### config.mk
export PLATFORM = sky130hd
export DESIGN_NAME = mac_pe_sched
export DESIGN_NICKNAME = d
export VERILOG_FILES = /design/src/rtl/mac_pe_sched_pkg.sv /design/src/rtl/mac_pe_sched_arb.sv /design/src/rtl/mac_pe_sched.sv
export SDC_FILE = /design/constraint.sdc
export NUM_CORES = 1
export LEC_CHECK = 0
export CORE_UTILIZATION = 47
export CTS_CLUSTER_DIAMETER = 200
export DETAILED_ROUTE_END_ITERATION = 8
export GPL_ROUTABILITY_DRIVEN = 1
export PLACE_DENSITY_LB_ADDON = 0.3
export SYNTH_ARGS = -nofsm -noshare
export SYNTH_HDL_FRONTEND = slang
export SYNTH_SLANG_ARGS = --single-unit
### constraint.sdc
create_clock -name aclk -period 3 [get_ports aclk]
set_clock_uncertainty 0.05 [all_clocks]
set_input_delay 0.45 -clock aclk [delete_from_list [all_inputs] [get_ports aclk]]
set_output_delay 0.45 -clock aclk [all_outputs]
set_load 0.005 [all_outputs]
### src/rtl/mac_pe_sched_pkg.sv
// mac_pe_sched_pkg: shared definitions for the PE row scheduler.
//   state_t        - scheduler FSM states
//   ROW_W_DEF      - default width of row count / row index
//   ROW_STRIDE_DEF - default byte distance between consecutive row bases
//   ADDR_W         - width of a PE base address
package mac_pe_sched_pkg;

  localparam int unsigned ADDR_W         = 32;
  localparam int unsigned ROW_W_DEF      = 8;
  localparam int unsigned ROW_STRIDE_DEF = 128;

  typedef enum logic [1:0] {
    S_IDLE     = 2'd0,
    S_DISPATCH = 2'd1,
    S_DRAIN    = 2'd2,
    S_FINISH   = 2'd3
  } state_t;

endpackage

### src/rtl/mac_pe_sched_arb.sv
// rr_arbiter: registered round-robin arbiter for one shared BRAM port.
//   clk  - rising-edge clock
//   rst  - asynchronous active-high reset
//   req  - per-requester request, NUM_PE bits
//   gnt  - registered one-hot-or-zero grant, NUM_PE bits
// A grant is held while its request stays high. When that request drops,
// the grant clears on the next edge and a fresh winner is registered one
// edge later, so there is always one zero-grant cycle between owners.
module rr_arbiter #(
  parameter int unsigned NUM_PE = 4
) (
  input  logic              clk,
  input  logic              rst,
  input  logic [NUM_PE-1:0] req,
  output logic [NUM_PE-1:0] gnt
);

  localparam int unsigned PTR_W = (NUM_PE > 1) ? $clog2(NUM_PE) : 1;

  logic [PTR_W-1:0]  ptr_q;
  logic [NUM_PE-1:0] gnt_q;
  logic [NUM_PE-1:0] pick_oh;
  logic [PTR_W-1:0]  pick_idx;
  logic              pick_vld;
  int unsigned       idx;

  // Search starts one above the last granted index and wraps.
  always_comb begin
    pick_oh  = '0;
    pick_idx = '0;
    pick_vld = 1'b0;
    idx      = 0;
    for (int unsigned off = 1; off <= NUM_PE; off++) begin
      idx = (32'(ptr_q) + off) % NUM_PE;
      if (!pick_vld && req[idx]) begin
        pick_oh[idx] = 1'b1;
        pick_idx     = PTR_W'(idx);
        pick_vld     = 1'b1;
      end
    end
  end

  always_ff @(posedge clk or posedge rst) begin
    if (rst) begin
      gnt_q <= '0;
      ptr_q <= PTR_W'(NUM_PE - 1);
    end else if (gnt_q != '0) begin
      if ((gnt_q & req) == '0) gnt_q <= '0;
    end else if (pick_vld) begin
      gnt_q <= pick_oh;
      ptr_q <= pick_idx;
    end
  end

  assign gnt = gnt_q;

endmodule

### src/rtl/mac_pe_sched.sv
// mac_pe_sched: hands the rows of a job out to NUM_PE processing-element
// controllers and arbitrates their shared BRAM port.
//   aclk, areset - clock, asynchronous active-high reset
//   start        - job request, sampled only in IDLE
//   num_rows     - rows in the job, sampled with start
//   busy         - high while rows are being dispatched or drained
//   done         - one-cycle completion pulse
//   pe_start     - one-cycle start pulse per PE
//   pe_done      - one-cycle completion pulse per PE
//   pe_base      - per-PE row base byte address, ADDR_W bits each
//   pe_req       - per-PE request for the shared BRAM port
//   pe_gnt       - one-hot-or-zero BRAM port grant
module mac_pe_sched
  import mac_pe_sched_pkg::*;
#(
  parameter int unsigned NUM_PE     = 4,
  parameter int unsigned ROW_W      = ROW_W_DEF,
  parameter int unsigned ROW_STRIDE = ROW_STRIDE_DEF
) (
  input  logic                     aclk,
  input  logic                     areset,
  input  logic                     start,
  input  logic [ROW_W-1:0]         num_rows,
  output logic                     busy,
  output logic                     done,
  output logic [NUM_PE-1:0]        pe_start,
  input  logic [NUM_PE-1:0]        pe_done,
  output logic [NUM_PE*ADDR_W-1:0] pe_base,
  input  logic [NUM_PE-1:0]        pe_req,
  output logic [NUM_PE-1:0]        pe_gnt
);

  // One spare bit so a maximal row count never wraps.
  localparam int unsigned CNT_W = ROW_W + 1;

  state_t                   state_q, state_d;
  logic [ROW_W-1:0]         rows_q;
  logic [CNT_W-1:0]         issued_q;
  logic [CNT_W-1:0]         completed_q;
  logic [NUM_PE-1:0]        idle_q;
  logic [NUM_PE-1:0]        pe_start_q;
  logic [NUM_PE*ADDR_W-1:0] base_q;
  logic                     zero_done_q;

  logic                     accept;
  logic                     job_go;
  logic                     zero_go;
  logic                     dispatch_en;
  logic [NUM_PE-1:0]        free_oh;
  logic                     found;
  logic [NUM_PE-1:0]        issue_fire;
  logic [NUM_PE-1:0]        done_acc;
  logic [ADDR_W-1:0]        issue_addr;

  assign accept  = (state_q == S_IDLE) && start;
  assign job_go  = accept && (num_rows != '0);
  assign zero_go = accept && (num_rows == '0);

  // pe_done on an already idle PE carries no information and is dropped.
  assign done_acc   = pe_done & ~idle_q;
  assign issue_addr = ADDR_W'(issued_q) * ADDR_W'(ROW_STRIDE);

  // Eligibility uses the registered idle bits only, so a PE finishing this
  // cycle is not restarted until the next one.
  always_comb begin
    free_oh = '0;
    found   = 1'b0;
    for (int unsigned i = 0; i < NUM_PE; i++) begin
      if (!found && idle_q[i]) begin
        free_oh[i] = 1'b1;
        found      = 1'b1;
      end
    end
  end

  assign issue_fire = dispatch_en ? free_oh : '0;

  // FSM: state register
  always_ff @(posedge aclk or posedge areset) begin
    if (areset) state_q <= S_IDLE;
    else        state_q <= state_d;
  end

  // FSM: next state
  always_comb begin
    state_d = state_q;
    case (state_q)
      S_IDLE:     if (job_go) state_d = S_DISPATCH;
      S_DISPATCH: if (issued_q == {1'b0, rows_q}) state_d = S_DRAIN;
      S_DRAIN:    if ((&idle_q) && (completed_q == issued_q)) state_d = S_FINISH;
      S_FINISH:   state_d = S_IDLE;
      default:    state_d = S_IDLE;
    endcase
  end

  // FSM: outputs
  always_comb begin
    busy        = 1'b0;
    dispatch_en = 1'b0;
    done        = zero_done_q;
    case (state_q)
      S_DISPATCH: begin
        busy        = 1'b1;
        dispatch_en = (issued_q != {1'b0, rows_q});
      end
      S_DRAIN:  busy = 1'b1;
      S_FINISH: done = 1'b1;
      default:  ;
    endcase
  end

  always_ff @(posedge aclk or posedge areset) begin
    if (areset) begin
      rows_q      <= '0;
      issued_q    <= '0;
      completed_q <= '0;
      idle_q      <= '1;
      pe_start_q  <= '0;
      base_q      <= '0;
      zero_done_q <= 1'b0;
    end else begin
      pe_start_q  <= issue_fire;
      zero_done_q <= zero_go;
      idle_q      <= (idle_q | pe_done) & ~issue_fire;
      if (job_go) begin
        rows_q      <= num_rows;
        issued_q    <= '0;
        completed_q <= '0;
      end else begin
        if (issue_fire != '0) issued_q <= issued_q + CNT_W'(1);
        completed_q <= completed_q + CNT_W'($countones(done_acc));
      end
      for (int unsigned i = 0; i < NUM_PE; i++) begin
        if (issue_fire[i]) base_q[i*ADDR_W +: ADDR_W] <= issue_addr;
      end
    end
  end

  assign pe_start = pe_start_q;
  assign pe_base  = base_q;

  rr_arbiter #(.NUM_PE(NUM_PE)) u_arb (
    .clk (aclk),
    .rst (areset),
    .req (pe_req),
    .gnt (pe_gnt)
  );

endmodule

==> qor.csv, run 1 <==
stage,metric,value,unit
status,outcome,"complete, no violations",
logic_synthesis,Post-Syn Area,4770,um^2
finish,register area,1980,um^2
timing,achievable frequency,380,MHz
logic_synthesis,Yosys reg bits,79,
power_and_ir_drop,PwrDens,859,nW/um^2
detailed_routing,Post-DRT Antenna Nets,0,
detailed_routing,Pre-antenna DRT Iters,4,
detailed_routing,vias,3134,
critical_path,WP data arrival,2.83,ns
cts,CTS Hold Buffers Added,0,
timing,final period utilization,87.7,%
placed_design,dpl hpwl,6.82,mm
finish,footprint of the multi-input gates,2250,um^2
finish,fillers,874,
power_and_ir_drop,"IR drop worst, VDD",0.399,mV
finish,antenna cells,0,
floorplanning,Starting Density,48.6,%
placed_design,Routability Congestion,0.846,
critical_path,flop-to-flop setup slack,0.37,ns
logic_synthesis,Synth Instances,449,
grt,number of antenna violations at the first check in global routing,0,
timing,fin crit period,2.63,ns
timing,RSZ-0062 raised after global routing,false,
timing,Setup TNS,0,ns
grt,vias in the first global route,2926,
worst_hold_path,Min-Delay Path Class,primary input to asynchronous set/reset pin,
floorplanning,die extent in x,103,um
timing,actual slew at the worst max-slew pin,0.803,ns
floorplanning,Core ar.,9820,um^2
critical_path,FF-to-FF End,completed_q[8]$_DFF_PP0_,
critical_path,Critical Path Start Type,register,
floorplanning,Site Rows,36,
logic_synthesis,Yosys Warn Count,0,
finish,share of layout cells above drive strength 1,17.2,%
cts,clock slew at reported path FFs,0.09,ns
placed_design,placed cell area,5210,um^2
finish,Total Nets Final,554,
logic_synthesis,"Primary FF master, synth",dfrtp_1,
logic_synthesis,library cells used by synthesis,51,
critical_path,Critical Path Fanout Max,8,
logic_synthesis,"Avg Cell Area, Syn",10.6,um^2
grt,Global Route Usage Sum,18.7,%
power_and_ir_drop,Design Power,0.00466,W
timing,final setup vio count,0,
timing,Slew HR,46.0,%
finish,post-route insts no fill,655,
logic_synthesis,"top cells by area, synth","dfrtp_1 (38%), buf_4 (15%), mux2_2 (8.7%), ha_1 (3.9%), xnor2_1 (3.7%)",
logic_synthesis,"FFs w/ async S/R, synth",100,%
cts,clock sinks,79,
floorplanning,I/O Pins,157,
detailed_routing,drc violations,0,
placed_design,Port Buffer Count,64,
cts,latest clock arrival within the worst-skew pair,0.35,ns
timing,Final Hold Vio Count,0,
finish,cell area after layout,5420,um^2
critical_path,Worst setup EP type,register,
cts,CTS root buf,clkbuf_8,
detailed_routing,drt initial violations,185,
floorplanning,area of the die,10600,um^2
finish,most frequent cells in the layout,"conb_1 (92), dfrtp_1 (73), clkdlybuf4s50_1 (64), nand2_1 (39), mux2_2 (37)",
critical_path,path depth of the worst reg2reg path,10,
critical_path,CP required,3.20,ns
logic_synthesis,Post-synth EDFFs,0,
finish,"most common cell after layout, fill and taps aside",conb_1,
detailed_routing,Via density,4.78,
logic_synthesis,register area share after synthesis,41.6,%
placed_design,placed insts,639,
cts,CTS tree,done,
cts,Num CTS Buffers,9,
critical_path,WS Path Type,register to register,
grt,largest net degree at the start of global routing,46,
logic_synthesis,top-area cell type share of the netlist area,38.3,%
critical_path,Reg-to-Reg Start,idle_q[0]$_DFF_PP1_,
detailed_routing,routed len/inst,14.3,um
floorplanning,Die H,103,um
logic_synthesis,Yosys top cell by area,dfrtp_1,
power_and_ir_drop,Leakage Power,2.60,nW
finish,Area Overhead vs Synth,13.6,%
finish,post-layout util,55.2,%
cts,postcts setup bufs,0,
job,MaxCap Viol Count,0,
cts,H-tree depth,3,
cts,post_cts resized,0,
timing,"Slew Viols, Final",0,
detailed_routing,total wire length,9.35,mm
grt,Overflow after GRT,0,
cts,Clock Tree Buf Depth,2,
grt,first-pass GRT wire length,14.6,mm
where the power goes:
group	switching, W	internal (W)
clock network	0.000397	0.000463
logic	0.000928	0.00115
registers	0.000296	0.00142
worst max-delay path: stages, from the launching register on:
cell and delay (ns):
dfstp_2 0.60, nand2b_1 0.16, fa_1 0.45, fa_1 0.45, inv_1 0.09, fa_1 0.20
nand2_1 0.06, nor2_1 0.13, and3_1 0.18, xnor2_1 0.11, nor2_1 0.06
area by class of cell:
class                           count  share of cell area (%)
Sequential cell                    79                    36.6
Tap cell                          133                    3.07
Multi-Input combinational cell    336                    41.5
Timing Repair Buffer               78                    14.0
Inverter                           13                   0.923
Clock buffer                        9                    2.28
Clock inverter                      7                    1.62
cell families after synthesis:
group                      synth area share (%)
buffers and inverters                      18.4
and+or+nand+nor                            11.3
DFF                                        41.6
muxes                                      11.8
AOI/OAI and AO/OA                          6.82
xor gates and xnor gates                   4.90
adders and majority gates                  5.19
other                                    0.0786
stage by stage:
stage               hold WS, ns  setup WS (ns)
finish                    0.433          0.368
global route              0.460          0.175
CTS                       0.447          0.352
detailed placement        0.436        0.00603
global placement          0.430         0.0820
floorplan                 0.417          0.427
cell usage after synthesis (2+ instances only):
cell type / instances
buf_4: 95
dfrtp_1: 73
nand2_1: 39
mux2_2: 37
xnor2_1: 20
nor2_1: 19
ha_1: 15
nand2b_1: 14
inv_1: 13
nand3_1: 13
a21oi_1: 6
buf_6: 6
dfstp_2: 6
a22oi_1: 5
buf_2: 5
clkbuf_1: 5
nand4_1: 5
o21ai_0: 5
a221o_1: 4
mux2i_1: 4
mux4_2: 4
nor3_1: 4
nor4_1: 4
o21a_1: 4
a31oi_1: 3
and2_1: 3
fa_1: 3
o31ai_1: 3
xor2_1: 3
a22o_1: 2
a41o_2: 2
nor2b_1: 2
o311ai_0: 2
or2_2: 2
or3_1: 2
xnor2_2: 2
flip-flops by register name (all words and copies together), names as in the netlist:
signal,count
completed_q,9
idle_q,4
issued_q,9
pe_base,36
pe_start,4
rows_q,8
state_q,2
u_arb.gnt,4
u_arb.ptr_q,2
zero_done_q,1
layer usage:
layer | GRT usage, % | share of wire (%) | up-vias
met2 | 31.0 | 48 | 107
met1 | 24.0 | 46 | 1551
li1 | - | - | 1468
met3 | 3.59 | 4.7 | 8
met5 | 0 | 0 | -
met4 | 7.69 | 1.3 | 0
how the worst max path moves through the flow:
| stage | startpoint | to | slack [ns] | depth (start not counted) |
|---|---|---|---|---|
| 6_report | idle_q[0]$_DFF_PP1_ | completed_q[8]$_DFF_PP0_ | 0.37 | 10 |
| 5_1_grt | idle_q[0]$_DFF_PP1_ | completed_q[8]$_DFF_PP0_ | 0.18 | 10 |
| 4_1_cts | u_arb.ptr_q[1]$_DFFE_PP1P_ | u_arb.gnt[1]$_DFFE_PP0P_ | 0.35 | 7 |
| 3_5_place_dp | pe_done[0] | completed_q[8]$_DFF_PP0_ | 0.006 | 11 |
| 3_3_place_gp | pe_done[0] | completed_q[8]$_DFF_PP0_ | 0.08 | 11 |
| 2_1_floorplan | u_arb.ptr_q[0]$_DFFE_PP1P_ | u_arb.gnt[3]$_DFFE_PP0P_ | 0.43 | 8 |
Note: power is estimated with default switching activity, not from simulation.
==> inputs of run 2 (changes only) <==
--- a/config.mk
+++ b/config.mk
@@ -13,3 +13,4 @@
 export SYNTH_ARGS = -nofsm -noshare
 export SYNTH_HDL_FRONTEND = slang
 export SYNTH_SLANG_ARGS = --single-unit
+export TNS_END_PERCENT = 100
==> results of run 2 <==
The final DEF is identical to that of run 1; final timing and power are the same.
